**config.mk**
```make
export PLATFORM = sky130hd
export DESIGN_NAME = alu_mc
export DESIGN_NICKNAME = d
export VERILOG_FILES = /design/src/rtl/alu_pkg.sv /design/src/rtl/alu_mul_iter.sv /design/src/rtl/alu_mc.sv
export SDC_FILE = /design/constraint.sdc
export NUM_CORES = 1
export LEC_CHECK = 0
export BUFFER_PORTS_ARGS = -buffer_cell sky130_fd_sc_hd__clkbuf_2
export CAP_MARGIN = 20
export CELL_PAD_IN_SITES_DETAIL_PLACEMENT = 1
export CELL_PAD_IN_SITES_GLOBAL_PLACEMENT = 2
export CORE_MARGIN = 4
export CORE_UTILIZATION = 37
export DETAILED_ROUTE_END_ITERATION = 7
export PLACE_DENSITY = 0.94
export SYNTH_ARGS = -nofsm -noshare
export SYNTH_HDL_FRONTEND = slang
export SYNTH_SLANG_ARGS = --single-unit
export TNS_END_PERCENT = 100
```
**constraint.sdc**
```tcl
create_clock -name clk -period 6.2 [get_ports clk]
set_input_delay 1.24 -clock clk [delete_from_list [all_inputs] [get_ports clk]]
set_output_delay 1.24 -clock clk [all_outputs]
set_load 0.02 [all_outputs]
```
**src/rtl/alu_pkg.sv**
```systemverilog
// rtl/alu_pkg.sv - opcode encodings and FSM state type for the multi-cycle ALU
package alu_pkg;

    localparam logic [3:0] OP_ADD = 4'b0000;
    localparam logic [3:0] OP_SUB = 4'b0001;
    localparam logic [3:0] OP_AND = 4'b0010;
    localparam logic [3:0] OP_MUL = 4'b0011;
    localparam logic [3:0] OP_OR  = 4'b0100;
    localparam logic [3:0] OP_XOR = 4'b0101;
    localparam logic [3:0] OP_SLT = 4'b0110;
    localparam logic [3:0] OP_SLL = 4'b0111;
    localparam logic [3:0] OP_SRL = 4'b1000;
    localparam logic [3:0] OP_SRA = 4'b1001;

    typedef enum logic {
        S_IDLE,
        S_MUL
    } state_t;

endpackage

```
**src/rtl/alu_mul_iter.sv**
```systemverilog
// rtl/alu_mul_iter.sv - iterative shift-add unsigned multiplier datapath
module alu_mul_iter #(
    parameter int WIDTH = 32
) (
    input  logic               clk,
    input  logic               rst,
    input  logic               load,
    input  logic               step,
    input  logic [WIDTH-1:0]   mcand_in,
    input  logic [WIDTH-1:0]   mplier_in,
    output logic               last,
    output logic [2*WIDTH-1:0] product
);

    localparam int CW = $clog2(WIDTH);

    logic [WIDTH-1:0] acc;
    logic [WIDTH-1:0] mcand;
    logic [WIDTH-1:0] mplier;
    logic [CW-1:0]    cnt;
    logic [WIDTH:0]   sum;

    always_comb begin
        sum = {1'b0, acc} + {1'b0, (mplier[0] ? mcand : {WIDTH{1'b0}})};
    end

    // Product as it will stand after the current step, so the final step
    // can be captured by the top in the same cycle it happens.
    assign product = {sum, mplier[WIDTH-1:1]};
    assign last    = (cnt == CW'(WIDTH - 1));

    always_ff @(posedge clk) begin
        if (rst) begin
            acc    <= '0;
            mcand  <= '0;
            mplier <= '0;
            cnt    <= '0;
        end else if (load) begin
            acc    <= '0;
            mcand  <= mcand_in;
            mplier <= mplier_in;
            cnt    <= '0;
        end else if (step) begin
            acc    <= sum[WIDTH:1];
            mplier <= {sum[0], mplier[WIDTH-1:1]};
            cnt    <= cnt + 1'b1;
        end
    end

endmodule

```
**src/rtl/alu_mc.sv**
```systemverilog
// rtl/alu_mc.sv - multi-cycle ALU: single-cycle ops plus iterative MUL with start/busy/done
module alu_mc
    import alu_pkg::*;
#(
    parameter int WIDTH = 32
) (
    input  logic             clk,
    input  logic             rst,
    input  logic             start,
    input  logic [WIDTH-1:0] A,
    input  logic [WIDTH-1:0] B,
    input  logic [3:0]       OP,
    output logic             busy,
    output logic             done,
    output logic [WIDTH-1:0] resul,
    output logic [WIDTH-1:0] resul_hi,
    output logic             zero,
    output logic             carry,
    output logic             ovf
);

    localparam int SW = $clog2(WIDTH);

    state_t             state;
    logic               accept;
    logic               mul_last;
    logic [2*WIDTH-1:0] mul_product;

    logic [WIDTH-1:0]   c_res;
    logic               c_carry;
    logic               c_ovf;
    logic [WIDTH:0]     add_w;
    logic [WIDTH:0]     sub_w;
    logic [SW-1:0]      shamt;

    assign accept = start && !busy;

    alu_mul_iter #(.WIDTH(WIDTH)) u_mul (
        .clk       (clk),
        .rst       (rst),
        .load      (accept && (OP == OP_MUL)),
        .step      (state == S_MUL),
        .mcand_in  (A),
        .mplier_in (B),
        .last      (mul_last),
        .product   (mul_product)
    );

    always_comb begin
        add_w   = {1'b0, A} + {1'b0, B};
        sub_w   = {1'b0, A} - {1'b0, B};
        shamt   = B[SW-1:0];
        c_res   = '0;
        c_carry = 1'b0;
        c_ovf   = 1'b0;
        case (OP)
            OP_ADD: begin
                c_res   = add_w[WIDTH-1:0];
                c_carry = add_w[WIDTH];
                c_ovf   = (A[WIDTH-1] == B[WIDTH-1]) && (add_w[WIDTH-1] != A[WIDTH-1]);
            end
            OP_SUB: begin
                // Top bit of the widened difference is the unsigned borrow.
                c_res   = sub_w[WIDTH-1:0];
                c_carry = sub_w[WIDTH];
                c_ovf   = (A[WIDTH-1] != B[WIDTH-1]) && (sub_w[WIDTH-1] != A[WIDTH-1]);
            end
            OP_AND: c_res = A & B;
            OP_OR:  c_res = A | B;
            OP_XOR: c_res = A ^ B;
            OP_SLT: c_res = {{(WIDTH-1){1'b0}}, ($signed(A) < $signed(B))};
            OP_SLL: c_res = A << shamt;
            OP_SRL: c_res = A >> shamt;
            OP_SRA: c_res = $signed(A) >>> shamt;
            default: c_res = '0;
        endcase
    end

    always_ff @(posedge clk) begin
        if (rst) begin
            state    <= S_IDLE;
            busy     <= 1'b0;
            done     <= 1'b0;
            resul    <= '0;
            resul_hi <= '0;
            zero     <= 1'b0;
            carry    <= 1'b0;
            ovf      <= 1'b0;
        end else begin
            done <= 1'b0;
            case (state)
                S_IDLE: begin
                    if (accept) begin
                        if (OP == OP_MUL) begin
                            state <= S_MUL;
                            busy  <= 1'b1;
                        end else begin
                            done     <= 1'b1;
                            resul    <= c_res;
                            resul_hi <= '0;
                            zero     <= (c_res == '0);
                            carry    <= c_carry;
                            ovf      <= c_ovf;
                        end
                    end
                end
                S_MUL: begin
                    if (mul_last) begin
                        state    <= S_IDLE;
                        busy     <= 1'b0;
                        done     <= 1'b1;
                        resul    <= mul_product[WIDTH-1:0];
                        resul_hi <= mul_product[2*WIDTH-1:WIDTH];
                        zero     <= (mul_product == '0);
                        carry    <= (mul_product[2*WIDTH-1:WIDTH] != '0);
                        ovf      <= 1'b0;
                    end
                end
                default: begin
                    state <= S_IDLE;
                    busy  <= 1'b0;
                end
            endcase
        end
    end

endmodule

```
==> run_results.csv, run 1 <==
group,metric,value,unit
clock_tree,cts_resized,0,
synthesis,synthFlopType,"dfxtp_1",
cells_and_area,final_cells,3231,
synthesis,ys_types,102,
synthesis,synth_area,18800,um2
die,initial_core_util,37.5,%
die,die_h,233,um
detailed_routing,wl_per_cell,30.8,um
placed_design,placed_area,20200,um2
clock_tree,clock_path_buffers,2,
critical_path,worst-path-max-fanout,13,
clock_tree,cts.sinks,171,
detailed_routing,vias_per_cell,6.56,
critical_path,max_stage_delay,1.02,ns
critical_path,crit_chain,"clkbuf_2 > inv_1 > ha_1 > inv_1 > nand2_1 > a2111oi_0 > a2111oi_2 > o311ai_1 > a311o_1 > and4_1 > a21oi_1 > o22ai_1 > o211ai_1 > a21oi_1",
critical_path,cp_data_arrival_time,5.67,ns
sta,drv_slew,0,
detailed_routing,wirelength,99.6,mm
detailed_routing,vias,21200,
status,status,"complete, no violations",
synthesis,yosysSeqAreaShare,18.2,%
clock_tree,cts_buffers,17,
sta,fmax,189,MHz
critical_path,worst-setup-path-type,"in2reg",
synthesis,synthAdderAreaFrac,9.04,%
global_routing,grt_pass1_vias,21300,
sta,layout_worst_path_cycle_share,85.4,%
critical_path,end_kind,"register",
sta,fin_crit,5.29,ns
synthesis,synth.avg_cell_area,7.54,um2
critical_path,slowest_stage,"a2111oi_0",
placed_design,placed_cells,3195,
placed_design,hpwl,77.2,mm
clock_tree,cts.clk_slew.worst_paths,0.07,ns
die,ios,140,
cells_and_area,fin_area,20800,um2
die,die_area,54500,um2
sta,hold_viol_final,0,
die,die_w,233,um
synthesis,syn_nets,2699,
placed_design,finalWeightedCongestion,1.05,
synthesis,synth-async-reset-ratio,0,%
clock_tree,cts_root_buf,"clkbuf_16",
power_and_ir_drop,ir_worst_vdd,0.182,mV
detailed_routing,route.detailed.drc,0,
cells_and_area,drive_above_1_share,15.5,%
clock_tree,hold_buffers,0,
power_and_ir_drop,power_density,171,nW/um2
critical_path,worstSetupStartpointType,"input pin",
detailed_routing,drt_iter0_drc,2328,
cells_and_area,nets,2749,
synthesis,ys_warn_count,0,
synthesis,synthSimpleGateAreaFrac,23.7,%
global_routing,grt_max_degree,80,
synthesis,synth_edf_count,0,
sta,finalSetupViolCount,0,
cells_and_area,utilization,41.5,%
global_routing,antenna_found_initial,4,
synthesis,synth-compound-area-share,27.7,%
global_routing,grt_pass1_wl,144,mm
placed_design,portBuffers,139,
clock_tree,postCtsSetupRepairBufs,0,
sta,tightest_slew,1.24,ns
sta,rsz0062_at_grt,"no",
critical_path,required,6.58,ns
synthesis,ys_ff_latch,171,
sta,tns,0,ns
clock_tree,clock_latency,0.45,ns
sta,slew_headroom,16.3,%
critical_path,rrSetupSlack,1.31,ns
power_and_ir_drop,p_leak,8.37,nW
sta,skew,0.0149,ns
global_routing,grt-ovfl-total,0,
detailed_routing,drtAntennaViolNets,0,
detailed_routing,dr.pass1.iters,5,
synthesis,syn_inst,2494,
clock_tree,cts_tree,"built",
power_and_ir_drop,p_total,3.55,mW
global_routing,grt_usage,35.4,%
clock_tree,h-tree-depth,4,
synthesis,synthMuxAreaShare,12.7,%
job,drv_cap,0,
die,rows,82,
synthesis,synth_top_family_by_area,"compound AO/OA/AOI/OAI gates",
synthesis,post_synth_xor_area_fraction,1.63,%
die,core,50200,um2
cells_and_area,area_growth,10.8,%
min_path,min_path_type,"reg2reg",
-- flip-flops by register name, indices dropped and copies added (netlist names), 5 cells and up --
| signal | count |
|---|---|
| resul | 32 |
| resul_hi | 32 |
| u_mul.mcand | 32 |
| u_mul.acc | 32 |
| u_mul.mplier | 32 |
| u_mul.cnt | 5 |
-- power by group --
group | switching, mW | internal [mW]
Sequential | 0.0245 | 1.13
Clock | 0.502 | 0.561
Combinational | 0.914 | 0.424
-- worst max-delay path: cells and delay by family --
family,cells,cell delay (ns)
AO/OA/AOI/OAI,8,2.82
buffers and inverters,3,0.68
AND/OR/NAND/NOR,2,0.42
adder cells (fa/ha/maj),1,0.50
-- cell type report --
class	instances	area, um2
clock buffers	17	425
fillers	6226	29300
diodes	3	7.51
repair buffers	234	1440
inverters	113	424
well taps	672	841
flip-flops and latches	171	3430
clock inverters	14	138
multi-input cells	2007	14100
-- per-stage QoR --
step / worst slack, ns / hold WS [ns]
global route: 0.773 / 0.479
floorplan: 1.29 / 0.432
finish: 0.907 / 0.452
detailed placement: 0.556 / 0.445
CTS: 1.01 / 0.454
global placement: 0.565 / 0.442
-- final timing paths --
path / start / endpoint / cells past startpoint
worst min-delay path: u_mul.mcand[26] / u_mul.mcand[26] / 2
worst max-delay path: A[10] / resul[29] / 14
worst min register to register: u_mul.mcand[26] / u_mul.mcand[26] / 2
worst max register to register: u_mul.mplier[0] / zero / 15
-- synth_stat cells, types with 26 or more instances --
master,number,area [um2]
inv_1,110,413
o211ai_1,48,360
and2_1,50,313
buf_2,34,170
nand2b_1,46,288
mux4_2,55,1240
dfxtp_1,171,3420
mux2i_1,91,911
nor2_1,258,968
clkbuf_1,140,526
ha_1,131,1640
nand3_1,71,355
nand2_1,292,1100
a21oi_1,201,1010
nor3_1,43,215
a31oi_1,26,163
o21ai_0,94,470
a211oi_1,56,420
a21o_1,26,195
-- metal layers --
metal	vias up	track usage, %	share of wire (%)
li1	9333	-	-
met1	10600	45.2	41
met2	1027	55.7	44
met3	276	7.30	8.0
met4	4	19.8	6.9
met5	-	0	0.046
-- cell families (layout without fill, tap and decap cells) --
family,count (synthesis),after routing
AND/OR/NAND/NOR,922,922
multiplexers,166,166
XOR/XNOR,35,35
other,0,3
buffers and inverters,316,378
flip-flops,171,171
adder cells (fa/ha/maj),134,134
AO/OA/AOI/OAI,750,750
-- layout by cell type (no fill, tap or decap), types with 16 or more instances in the layout --
| master | count |
|---|---|
| a21o_1 | 26 |
| nand2_1 | 292 |
| o221ai_1 | 16 |
| nand4_1 | 23 |
| clkbuf_2 | 136 |
| mux2_2 | 18 |
| inv_1 | 110 |
| mux2i_1 | 91 |
| a211o_1 | 17 |
| a311oi_1 | 17 |
| a221o_1 | 16 |
| dfxtp_1 | 170 |
| clkbuf_16 | 17 |
| ha_1 | 131 |
| a21oi_1 | 201 |
| buf_4 | 93 |
| a31oi_1 | 26 |
| o21a_1 | 19 |
| nand3_1 | 71 |
| nor3_1 | 42 |
| and2_1 | 49 |
| nand2b_1 | 45 |
| nor2_1 | 257 |
| nor4_1 | 19 |
| mux4_2 | 55 |
| a221oi_1 | 18 |
| o21ai_0 | 94 |
| o211ai_1 | 48 |
| a211oi_1 | 56 |
| xnor2_1 | 23 |
| a22oi_1 | 21 |
(Power assumes the default switching activity.)
==> run 2: changes to the inputs <==
Settings changed: RECOVER_POWER from default to 50.
==> run 2 against run 1 <==
The run now ends with capacitance limit, slew limit left. Power down 0.26%. Routed wire length about the same. Clock power about the same. Critical path type unchanged.
==> run_results.csv, run 2 (synthesis results as in run 1) <==
group,metric,value,unit
status,status,"complete, but fails checks",
status,violations,"capacitance limit, slew limit",
sta,fin_crit,5.82,ns
placed_design,placed_area,20200,um2
clock_tree,cts.clk_slew.worst_paths,0.07,ns
sta,hold_viol_final,0,
sta,tns,0,ns
critical_path,critPathBufInv,3,
critical_path,worstSetupStartpointType,"input pin",
cells_and_area,register_area,3430,um2
detailed_routing,route.detailed.drc,0,
min_path,min_path_type,"reg2reg",
critical_path,slowest_stage,"clkbuf_1",
placed_design,finalWeightedCongestion,1.05,
critical_path,worst-path-max-fanout,24,
critical_path,crit_chain,"clkbuf_1 > nor3b_1 > buf_4 > a22oi_1 > o221ai_1 > a221o_1 > or4_1 > a21oi_2 > nand4_1 > nor4_1 > buf_4 > nand4_1 > nor3_2 > a41o_1",
die,die_area,54500,um2
sta,slew_headroom,-11.6,%
min_path,hold_start,"u_mul.mcand[26]",
detailed_routing,wirelength,99.6,mm
die,initial_core_util,37.5,%
detailed_routing,dr.pass1.iters,5,
cells_and_area,area_growth,10.1,%
cells_and_area,layout_common_cells,"nand2_1 (292), nor2_1 (257), a21oi_1 (201)",
cells_and_area,drive_above_1_share,12.6,%
clock_tree,h-tree-depth,4,
sta,tightest_slew,1.67,ns
critical_path,r2r_cells,15,
critical_path,required,6.59,ns
global_routing,grt_pass1_vias,21300,
die,core,50200,um2
cells_and_area,final_common_cell,"nand2_1",
cells_and_area,nets,2749,
clock_tree,clock_latency,0.45,ns
detailed_routing,drt_iter0_drc,2222,
clock_tree,hold_buffers,0,
critical_path,max_stage_delay,1.18,ns
detailed_routing,drtAntennaViolNets,0,
power_and_ir_drop,power_density,171,nW/um2
global_routing,grt_max_degree,80,
global_routing,grt-ovfl-total,0,
sta,finalSetupViolCount,0,
die,ios,140,
clock_tree,cts_tree,"built",
power_and_ir_drop,ir_worst_vdd,0.181,mV
global_routing,antenna_found_initial,4,
job,drv_cap,2,
sta,skew,0.0155,ns
min_path,worstHoldPathCells,2,
critical_path,end_kind,"register",
sta,layout_worst_path_cycle_share,93.9,%
critical_path,crit_family,"simple AND/OR/NAND/NOR gates",
critical_path,cp_data_arrival_time,6.21,ns
detailed_routing,vias_per_cell,6.59,
min_path,min_to,"u_mul.mcand[26]",
clock_tree,cts.sinks,171,
critical_path,r2r_start,"u_mul.mplier[0]",
clock_tree,clock_path_buffers,2,
detailed_routing,vias,21300,
clock_tree,cts_resized,0,
sta,rsz0062_at_grt,"no",
clock_tree,postCtsSetupRepairBufs,0,
placed_design,portBuffers,139,
placed_design,hpwl,77.2,mm
global_routing,grt_usage,35.4,%
global_routing,grt_pass1_wl,144,mm
detailed_routing,wl_per_cell,30.8,um
clock_tree,cts_root_buf,"clkbuf_16",
clock_tree,cts_buffers,17,
cells_and_area,nFillCells,6267,
sta,fmax,172,MHz
die,rows,82,
critical_path,worst-setup-path-type,"in2reg",
critical_path,rrSetupSlack,1.28,ns
cells_and_area,multiInputGateArea,14100,um2
power_and_ir_drop,p_leak,8.12,nW
sta,drv_slew,65,
cells_and_area,fin_area,20700,um2
die,die_w,233,um
die,die_h,233,um
critical_path,worstReg2RegEnd,"zero",
-- run 2: how the worst max path moves through the flow --
stage / endpoint / depth (start not counted) / startpoint
after floorplan: zero / 17 / B[1]
after global placement: zero / 15 / B[0]
after detailed placement: zero / 15 / B[0]
after CTS: zero / 15 / B[0]
after global routing: zero / 14 / OP[0]
final: zero / 14 / OP[0]
-- run 2: power by group --
group	leakage [nW]	internal [mW]	switching, mW
clock	0.282	0.562	0.503
sequential	1.38	1.13	0.0244
combinational	6.45	0.417	0.911
total	8.12	2.11	1.44
-- run 2: per-layer routing --
layer / global-route usage (%) / up-vias / share of wire, %
met3: 7.30 / 287 / 8.2
met5: 0 / - / 0.013
li1: - / 9338 / -
met4: 19.8 / 2 / 6.9
met1: 45.2 / 10600 / 40
met2: 55.7 / 1086 / 44
-- run 2: per-stage QoR --
step                      hold slack, ns  utilization (%)  setup slack, ns  std cells  power [mW]
after CTS                          0.454             41.4             1.01       3226        3.53
after detailed placement           0.445             40.3            0.556       3195        2.46
after global placement             0.442             40.3            0.565       3194        2.45
after global routing               0.479             41.3            0.519       3229        3.67
after floorplan                    0.432                -             1.29       2494        1.95
final                              0.454             41.3            0.380       3231        3.54
-- run 2: layout make-up --
type,instances,area share (%)
multi-input cells,2007,68.1
flip-flops and latches,171,16.6
repair buffers,234,6.50
well taps,672,4.06
clock buffers,17,2.05
inverters,113,2.05
clock inverters,14,0.665
diodes,3,0.0363
-- run 2: worst reg2reg max path, cell delays in order (launching register included) --
cell and delay, ns:
dfxtp_1 0.63, and2_1 0.21, ha_1 0.16, inv_1 0.06
fa_1 0.43, nor2b_1 0.24, o2111ai_1 0.22, and3_1 0.32
o31ai_2 0.53, a31oi_1 0.19, xnor2_1 0.21, or4_1 0.49
nor4_1 0.45, nand4b_1 0.36, o21ai_1 0.26, a41o_1 0.11
